File: config.mk
export PLATFORM = sky130hd
export DESIGN_NAME = branch_predictor_tournament_p
export DESIGN_NICKNAME = d
export VERILOG_FILES = /design/src/rtl/branch_predictor_tournament_p.sv
export SDC_FILE = /design/constraint.sdc
export NUM_CORES = 2
export LEC_CHECK = 0
export BUFFER_PORTS_ARGS = -buffer_cell sky130_fd_sc_hd__buf_2
export CORE_UTILIZATION = 45
export CTS_CLUSTER_SIZE = 25
export DETAILED_ROUTE_END_ITERATION = 10
export PLACE_DENSITY = 0.7
export SYNTH_ARGS = -nofsm -noshare
export SYNTH_HDL_FRONTEND = slang
export SYNTH_SLANG_ARGS = --single-unit
File: constraint.sdc
create_clock -name clk -period 47.6 [get_ports clk]
set_clock_uncertainty 0.15 [all_clocks]
set_input_delay 4.76 -clock clk [delete_from_list [all_inputs] [get_ports clk]]
set_output_delay 4.76 -clock clk [all_outputs]
set_load 0.1 [all_outputs]
File: src/rtl/branch_predictor_tournament_p.sv
// ============================================================================
// Module   : branch_predictor_tournament_p
// Brief    : Tournament predictor (gshare + local + chooser) with an init sweep,
//            global-history repair on mispredict, and saturating statistics.
// Revision : 1.0
// ============================================================================
`default_nettype none

module branch_predictor_tournament_p #(
    parameter int ADDR_WIDTH     = 32,
    parameter int PC_SHIFT       = 2,
    parameter int GHR_BITS       = 8,
    parameter int LOCAL_IDX_BITS = 6,
    parameter int CTR_BITS       = 2,
    parameter int CHOOSER_BITS   = 2,
    parameter int STAT_WIDTH     = 32
) (
    input  logic                  clk,
    input  logic                  rst,
    output logic                  o_ready,
    input  logic                  i_req_valid,
    input  logic [ADDR_WIDTH-1:0] i_req_pc,
    output logic                  o_req_prediction,
    output logic                  o_req_pred_global,
    output logic                  o_req_pred_local,
    output logic [GHR_BITS-1:0]   o_req_ghistory,
    input  logic                  i_fb_valid,
    input  logic [ADDR_WIDTH-1:0] i_fb_pc,
    input  logic [GHR_BITS-1:0]   i_fb_ghistory,
    input  logic                  i_fb_prediction,
    input  logic                  i_fb_pred_global,
    input  logic                  i_fb_pred_local,
    input  logic                  i_fb_outcome,
    output logic [STAT_WIDTH-1:0] o_stat_branches,
    output logic [STAT_WIDTH-1:0] o_stat_mispredicts
);

    localparam int c_SWEEP_BITS = (GHR_BITS > LOCAL_IDX_BITS) ? GHR_BITS : LOCAL_IDX_BITS;
    localparam int c_G_ENTRIES  = 1 << GHR_BITS;
    localparam int c_L_ENTRIES  = 1 << LOCAL_IDX_BITS;

    localparam logic [CTR_BITS-1:0]     c_CTR_WEAK   = {1'b0, {(CTR_BITS-1){1'b1}}};
    localparam logic [CTR_BITS-1:0]     c_CTR_ONE    = {{(CTR_BITS-1){1'b0}}, 1'b1};
    localparam logic [CHOOSER_BITS-1:0] c_CHS_WEAK   = {1'b0, {(CHOOSER_BITS-1){1'b1}}};
    localparam logic [CHOOSER_BITS-1:0] c_CHS_ONE    = {{(CHOOSER_BITS-1){1'b0}}, 1'b1};
    localparam logic [c_SWEEP_BITS-1:0] c_SWEEP_ONE  = {{(c_SWEEP_BITS-1){1'b0}}, 1'b1};
    localparam logic [STAT_WIDTH-1:0]   c_STAT_ONE   = {{(STAT_WIDTH-1){1'b0}}, 1'b1};

    typedef enum logic [0:0] {
        ST_INIT = 1'b0,
        ST_RUN  = 1'b1
    } state_e;

    state_e                  r_state_q;
    logic                    r_ready_q;
    logic [c_SWEEP_BITS-1:0] r_sweep_q;
    logic [GHR_BITS-1:0]     r_ghr_q;
    logic [STAT_WIDTH-1:0]   r_stat_br_q;
    logic [STAT_WIDTH-1:0]   r_stat_mis_q;

    logic [CTR_BITS-1:0]     r_gshare_q  [c_G_ENTRIES];
    logic [CTR_BITS-1:0]     r_local_q   [c_L_ENTRIES];
    logic [CHOOSER_BITS-1:0] r_chooser_q [c_G_ENTRIES];

    function automatic logic [CTR_BITS-1:0] f_ctr_step(input logic [CTR_BITS-1:0] c,
                                                       input logic up);
        if (up) return (c == '1) ? c : c + c_CTR_ONE;
        else    return (c == '0) ? c : c - c_CTR_ONE;
    endfunction

    function automatic logic [CHOOSER_BITS-1:0] f_chs_step(input logic [CHOOSER_BITS-1:0] c,
                                                           input logic up);
        if (up) return (c == '1) ? c : c + c_CHS_ONE;
        else    return (c == '0) ? c : c - c_CHS_ONE;
    endfunction

    // Request path: pure table reads, so a same-cycle write is not yet visible.
    logic [GHR_BITS-1:0]       w_req_gidx;
    logic [LOCAL_IDX_BITS-1:0] w_req_lidx;
    logic [CTR_BITS-1:0]       w_req_gctr;
    logic [CTR_BITS-1:0]       w_req_lctr;
    logic [CHOOSER_BITS-1:0]   w_req_chs;
    logic                      w_pred_g;
    logic                      w_pred_l;
    logic                      w_pred;

    assign w_req_gidx = i_req_pc[PC_SHIFT +: GHR_BITS] ^ r_ghr_q;
    assign w_req_lidx = i_req_pc[PC_SHIFT +: LOCAL_IDX_BITS];
    assign w_req_gctr = r_gshare_q[w_req_gidx];
    assign w_req_lctr = r_local_q[w_req_lidx];
    assign w_req_chs  = r_chooser_q[w_req_gidx];
    assign w_pred_g   = w_req_gctr[CTR_BITS-1];
    assign w_pred_l   = w_req_lctr[CTR_BITS-1];
    assign w_pred     = w_req_chs[CHOOSER_BITS-1] ? w_pred_l : w_pred_g;

    assign o_ready            = r_ready_q;
    assign o_req_prediction   = r_ready_q & w_pred;
    assign o_req_pred_global  = r_ready_q & w_pred_g;
    assign o_req_pred_local   = r_ready_q & w_pred_l;
    assign o_req_ghistory     = r_ready_q ? r_ghr_q : '0;
    assign o_stat_branches    = r_stat_br_q;
    assign o_stat_mispredicts = r_stat_mis_q;

    // Feedback path
    logic [GHR_BITS-1:0]       w_fb_gidx;
    logic [LOCAL_IDX_BITS-1:0] w_fb_lidx;
    logic                      w_fb_mispredict;
    logic                      w_unused_pc;

    assign w_fb_gidx       = i_fb_pc[PC_SHIFT +: GHR_BITS] ^ i_fb_ghistory;
    assign w_fb_lidx       = i_fb_pc[PC_SHIFT +: LOCAL_IDX_BITS];
    assign w_fb_mispredict = i_fb_valid & (i_fb_prediction != i_fb_outcome);
    assign w_unused_pc     = ^{i_req_pc, i_fb_pc};

    always_ff @(posedge clk) begin
        if (rst) begin
            r_state_q    <= ST_INIT;
            r_ready_q    <= 1'b0;
            r_sweep_q    <= '0;
            r_ghr_q      <= '0;
            r_stat_br_q  <= '0;
            r_stat_mis_q <= '0;
        end else begin
            case (r_state_q)
                ST_INIT: begin
                    r_sweep_q <= r_sweep_q + c_SWEEP_ONE;
                    if (r_sweep_q == '1) begin
                        r_state_q <= ST_RUN;
                        r_ready_q <= 1'b1;
                    end
                end
                ST_RUN: begin
                    // A mispredict rebuilds history from the snapshot and
                    // discards this cycle's speculative shift.
                    if (w_fb_mispredict)
                        r_ghr_q <= {i_fb_ghistory[GHR_BITS-2:0], i_fb_outcome};
                    else if (i_req_valid)
                        r_ghr_q <= {r_ghr_q[GHR_BITS-2:0], w_pred};
                    if (i_fb_valid && (r_stat_br_q != '1))
                        r_stat_br_q <= r_stat_br_q + c_STAT_ONE;
                    if (w_fb_mispredict && (r_stat_mis_q != '1))
                        r_stat_mis_q <= r_stat_mis_q + c_STAT_ONE;
                end
                default: begin
                    r_state_q <= ST_INIT;
                    r_ready_q <= 1'b0;
                end
            endcase
        end
    end

    always_ff @(posedge clk) begin
        if (!rst) begin
            if (r_state_q == ST_INIT) begin
                r_gshare_q[r_sweep_q[GHR_BITS-1:0]]        <= c_CTR_WEAK;
                r_local_q[r_sweep_q[LOCAL_IDX_BITS-1:0]]   <= c_CTR_WEAK;
                r_chooser_q[r_sweep_q[GHR_BITS-1:0]]       <= c_CHS_WEAK;
            end else if (i_fb_valid) begin
                r_gshare_q[w_fb_gidx] <= f_ctr_step(r_gshare_q[w_fb_gidx], i_fb_outcome);
                r_local_q[w_fb_lidx]  <= f_ctr_step(r_local_q[w_fb_lidx], i_fb_outcome);
                if (i_fb_pred_global != i_fb_pred_local)
                    r_chooser_q[w_fb_gidx] <= f_chs_step(r_chooser_q[w_fb_gidx],
                                                         i_fb_pred_global != i_fb_outcome);
            end
        end
    end

endmodule

`default_nettype wire
## After elaboration in Yosys (flattened, before gate mapping)

Memories as Yosys holds them, arrays and structs flattened.
Index checks and enable logic that the tools add are counted.

| word-level totals | value |
|---|---|
| output and inout port bits | 76 |
| memories | 3 |
| ROM bits | 0 |
| bits in writable memories | 1152 |
| bits in latches | 0 |
| flip-flop bits (word level) | 82 |

Memories:

| memory | words | width | rd ports | clocked after Yosys merged registers in | write ports | RTL line | RTL |
|---|---|---|---|---|---|---|---|
| r_chooser_q | 256 | 2 | 2 | 0 | 1 | 63 | `logic [CHOOSER_BITS-1:0] r_chooser_q [c_G_ENTRIES];` |
| r_gshare_q | 256 | 2 | 2 | 0 | 1 | 61 | `logic [CTR_BITS-1:0] r_gshare_q [c_G_ENTRIES];` |
| r_local_q | 64 | 2 | 2 | 0 | 1 | 62 | `logic [CTR_BITS-1:0] r_local_q [c_L_ENTRIES];` |

| operators by class | value |
|---|---|
| add/sub/neg operators | 9 |
| muxes and demuxes | 46 |
| shifts and indexed selects | 0 |
| order comparisons | 0 |
| bitwise gates (word level) | 7 |
| multiply operators | 0 |
| div/mod/pow operators | 0 |
| reduce and logical (&&, ||, !) cells | 13 |
| equality and inequality tests | 9 |

Operator list:

| kind | count |
|---|---|
| adder 32 x 1 -> 32 bit, second input constant | 2 |
| != test 32 bit, second input constant | 2 |
| 2-to-1 mux 2 bit | 22 |
| 2-to-1 mux 8 bit | 5 |
| 2-to-1 mux 1 bit | 18 |
| XOR 8 bit | 2 |
| adder 8 x 1 -> 8 bit, second input constant | 1 |
| == test 8 bit, second input constant | 1 |
| AND reduction 2 bit | 4 |
| adder 2 x 1 -> 2 bit, second input constant | 3 |
| == test 2 bit, second input constant | 3 |
| zero test 2 bit | 3 |
| 2-to-1 mux 6 bit | 1 |
| OR reduction 2 bit | 3 |
| subtractor 2 x 1 -> 2 bit, second input constant | 3 |
| AND 1 bit | 4 |
| != test 1 bit | 3 |
| logical AND 1 bit | 2 |
| nonzero test 2 bit | 1 |
| NOT 1 bit | 1 |

## Depth between registers and ports, before layout

An unclocked memory read counts as a cell.

| logic depth | value |
|---|---|
| word-level depth | 10 |
| depth in mapped cells | 15 |
| mapped depth without buffers | 11 |

## Worst setup path before layout

OpenSTA, ideal clock, no wires.

| path | value |
|---|---|
| path type | input to register |
| start point | input i_fb_pc[3] |
| end point | memory r_chooser_q[0][1], data pin |
| setup slack | 28.603 ns |
| setup time | 2.101 ns |
| stages | 13 |
| required time | 45.349 ns |
| arrival time | 16.746 ns |
| path buffers | 3 |
| cells stage by stage | buf_2 xor2_2 clkbuf_1 clkbuf_1 mux4_2 nand2_1 and3_1 a31oi_1 mux4_2 a22o_1 a221oi_1 maj3_1 nor3_1 |

| on the way | value |
|---|---|
| word-level cells in the longest chain between the ends | 10 |

RTL lines:

| element | RTL line | RTL |
|---|---|---|
| start: declaration | 28 | `input logic [ADDR_WIDTH-1:0] i_fb_pc,` |
| XOR 8 bit * | 110 | `assign w_fb_gidx = i_fb_pc[PC_SHIFT +: GHR_BITS] ^ i_fb_ghistory;` |
| memory read (256 x 2 bit) * | -- |  |
| subtractor 2 x 1 -> 2 bit, or another cell as far along | 74 | `else return (c == '0) ? c : c - c_CHS_ONE;` |
| 2-to-1 mux 2 bit, on equally long branches | 74, 73 |  |
| 2-to-1 mux 2 bit * | 73 | `if (up) return (c == '1) ? c : c + c_CHS_ONE;` |
| 2-to-1 mux 2 bit * | 161 | `if (i_fb_pred_global != i_fb_pred_local)` |
| 2-to-1 mux 2 bit * | 158 | `end else if (i_fb_valid) begin` |
| 2-to-1 mux 2 bit * | 154 | `if (r_state_q == ST_INIT) begin` |
| 2-to-1 mux 2 bit * | 153 | `if (!rst) begin` |
| 2-to-1 mux 2 bit (no source line) * | -- |  |
| end: declaration | 63 |  |

Mark *: on every way between the ends. The rest lies on a longest branch, timed or not. The select of a mux whose other input is x is not followed.

## Final worst setup path

| path | value |
|---|---|
| start point | input i_req_pc[3] |
| end point | output o_req_prediction |

| on the way | value |
|---|---|
| word-level cells in the longest chain between the ends | 4 |

RTL lines:

| element | RTL line | RTL |
|---|---|---|
| start: declaration | 22 | `input logic [ADDR_WIDTH-1:0] i_req_pc,` |
| XOR 8 bit | 87 | `assign w_req_gidx = i_req_pc[PC_SHIFT +: GHR_BITS] ^ r_ghr_q;` |
| memory read (256 x 2 bit), on equally long branches | -- |  |
| 2-to-1 mux 1 bit * | 94 | `assign w_pred = w_req_chs[CHOOSER_BITS-1] ? w_pred_l : w_pred_g;` |
| AND 1 bit * | 97 | `assign o_req_prediction = r_ready_q & w_pred;` |
| end: declaration | 23 | `output logic o_req_prediction,` |

Mark *: on every way between the ends. The rest lies on a longest branch, timed or not.

==> flow_summary_export.csv <==
group,metric,value,unit
setup_path,worstPathArrival,10720,ps
final_layout,drive_above_1_share,22.81,%
timing,tightest_slew,1316,ps
cts,root_buffer,"clkbuf_16",
run_status,outcome,"complete, no violations",
yosys,synth_cell_type_count,60,
timing,final_max_slew_viol_count,0,
drt,antenna_left,0,
cts,cts_setup_buffers,0,
global_routing,grt_overflow_total,0,
floorplanning,die_h,354.6,um
final_layout,antennaDiodeCount,0,
setup_path,regToRegStartpoint,"r_ghr_q[1]$_SDFFE_PP0P_",
yosys,synthArstFlopShare,0,%
placed_design,io_buffers,107,
cts,clk_latency,720,ps
timing,final_hold_viol_count,0,
yosys,syn-instance-count,3546,
global_routing,gr-usage-all-layers,23.10,%
timing,rsz0062_at_grt,"false",
final_layout,layout.nets,3713,
timing,period_share,32.84,%
placed_design,place_hpwl,85.66,mm
yosys,synth_edf_count,1152,
final_layout,final_util,50.47,%
timing,fmax,63.96,MHz
cts,htreeDepth,3,
floorplanning,die_area,0.1258,sq mm
cts,cts_resized,0,
pwr,finalPower,2.250,mW
final_layout,syn_to_final_growth,11.38,%
global_routing,antenna_found_initial,1,
yosys,ys_ff_latch,1234,
min_path,hold_path.startpoint,"o_stat_mispredicts[30]$_SDFFE_PP0P_",
yosys,syn_area,0.05595,sq mm
placed_design,finalWeightedCongestion,0.8483,
drt,vias_per_cell,6.237,
yosys,synth_flop_cell,"edfxtp_1",
floorplanning,core_area,0.1235,sq mm
drt,drc,0,
setup_path,reg2reg_to,"r_ghr_q[0]$_SDFFE_PP0P_",
drt,num_vias,33480,
min_path,whs_endpoint,"o_stat_mispredicts[30]$_SDFFE_PP0P_",
drt,wl,146.6,mm
setup_path,critical_path_required,42690,ps
setup_path,end_kind,"primary output",
setup_path,crit_fanout,57,
yosys,yosysWarnings,0,
final_layout,final_common_cell,"edfxtp_1",
timing,maxSlewHeadroom,12.03,%
cts,path_clk_slew,60,ps
floorplanning,die_width,354.6,um
cts,cts.path.max_buffers,3,
setup_path,rr_worst_depth,13,
setup_path,r2r_setup_slack,41300,ps
setup_path,start_kind,"primary input",
drt,dr.pass1.iters,8,
setup_path,worst-setup-path-type,"in2out",
min_path,hold_path_depth,2,
floorplanning,start_util,45.32,%
floorplanning,placement_rows,129,
timing,fin_crit,15630,ps
pwr,leakage,21.38,nW
final_layout,fin_cells,5368,
cts,holdBufCountCts,0,
timing,finalSetupViolCount,0,
cts,cts.sinks,1234,
drt,wl_per_cell,27.31,um
cts,cts_buffers,117,
global_routing,grt_max_degree,257,
floorplanning,io_pins,156,
min_path,hold_path.class,"reg2reg",
pwr,vdd_drop_max,0.00003325,V
final_layout,final_cell_mix,"edfxtp_1, nor2_1, mux4_2",
placed_design,place_inst,5148,
pwr,p_per_area,36.10,mW/mm^2
drt,first_iter_violations,4059,
yosys,syn_area_per_cell,15.78,sq um
yosys,syn-num-nets,3629,
cts,cts_tree,"done",
timing,tns,0,ps
global_routing,grt_first_pass_wirelength,215.2,mm
yosys,ys_seq_area_share,64.76,%
run,maxCapViolations,0,
global_routing,first_global_vias,33170,
## synth_stat cells, types with 16 or more instances
library cell,instances,area [sq um]
edfxtp_1,1152,34590
nor2_1,696,2613
mux4_2,444,10000
nand2_1,231,867.1
clkbuf_1,147,551.8
mux2i_1,141,1411
dfxtp_1,82,1642
nand3_1,79,395.4
o22ai_1,64,400.4
buf_2,53,265.3
xor2_1,48,420.4
o21ai_0,41,205.2
xnor2_1,39,341.6
nand4_1,27,168.9
a21oi_1,23,115.1
and3_1,21,131.4
or3_1,19,118.9
a31oi_1,18,112.6
buf_1,18,67.56
nor4_1,18,112.6
buf_4,16,120.1
inv_1,16,60.06
## registers in the layout, indices dropped and copies added, names as in the netlist
register	flops
r_gshare_q	512
r_sweep_q	8
r_chooser_q	512
r_ghr_q	8
o_stat_mispredicts	32
r_state_q	1
o_stat_branches	32
r_local_q	128
o_ready	1
## report_power, final
group / internal, mW / switching (mW) / leakage [nW] / total, mW
combinational: 0.0612 / 0.0933 / 6.44 / 0.154
clock: 0.522 / 0.404 / 1.86 / 0.926
sequential: 1.17 / 0.00102 / 13.1 / 1.17
## worst max-delay path by stage
stage           startpoint                     endpoint  slack [ps]  cells past startpoint
2_1_floorplan   i_fb_pc[3]  r_chooser_q[0][1]$_DFFE_PP_       28600                     13
3_3_place_gp   i_req_pc[3]             o_req_prediction       32060                     14
3_5_place_dp   i_req_pc[3]             o_req_prediction       32050                     14
4_1_cts        i_req_pc[3]             o_req_prediction       32040                     14
5_1_grt        i_req_pc[3]             o_req_prediction       31850                     14
6_report       i_req_pc[3]             o_req_prediction       31970                     14
## per-layer routing
| layer | up-vias | wire length (um) | track usage [%] |
|---|---|---|---|
| met2 | 1857 | 71140 | 37.90 |
| li1 | 14100 | - | - |
| met3 | 284 | 16470 | 5.707 |
| met5 | - | 13 | 0 |
| met1 | 17240 | 54350 | 30.36 |
| met4 | 2 | 4601 | 7.233 |
## metrics by stage
stage / setup WS, ps / cell area [sq um] / hold slack (ps)
6_report: 31970 / 62320 / 347.0
4_1_cts: 32040 / 62320 / 346.6
3_3_place_gp: 32060 / 58540 / 325.0
3_5_place_dp: 32050 / 58540 / 337.5
2_1_floorplan: 28600 / 55950 / 364.3
5_1_grt: 31850 / 62320 / 391.8
## cells by family after synthesis
kind of cell / count (synthesis) / share of synthesized area, %
buffers and inverters: 252 / 1.943
adder cells (fa/ha/maj): 6 / 0.1208
multiplexers: 591 / 20.57
AO/OA/AOI/OAI: 212 / 2.460
AND/OR/NAND/NOR: 1162 / 8.732
XOR/XNOR: 89 / 1.420
flip-flops: 1234 / 64.76
## layout make-up
class / count / area, sq um
clock buffer: 138 / 3049
clock inverter: 82 / 733.2
fill: 10150 / 61150
inverter: 16 / 60.06
multi-input combinational: 2060 / 18880
sequential: 1234 / 36230
tap: 1637 / 2048
timing repair buffer: 201 / 1316
## critical path, cell delays in order
cell and delay, ps:
buf_2 520, xor2_4 160, buf_4 690, buf_4 900, buf_4 890, mux2i_1 270, o22ai_1 120, or4_1 670
a222oi_1 480, a22oi_1 140, nand3_1 340, mux2_2 290, nor2_1 50, buf_2 280
Note: power is estimated with default switching activity, not from simulation.
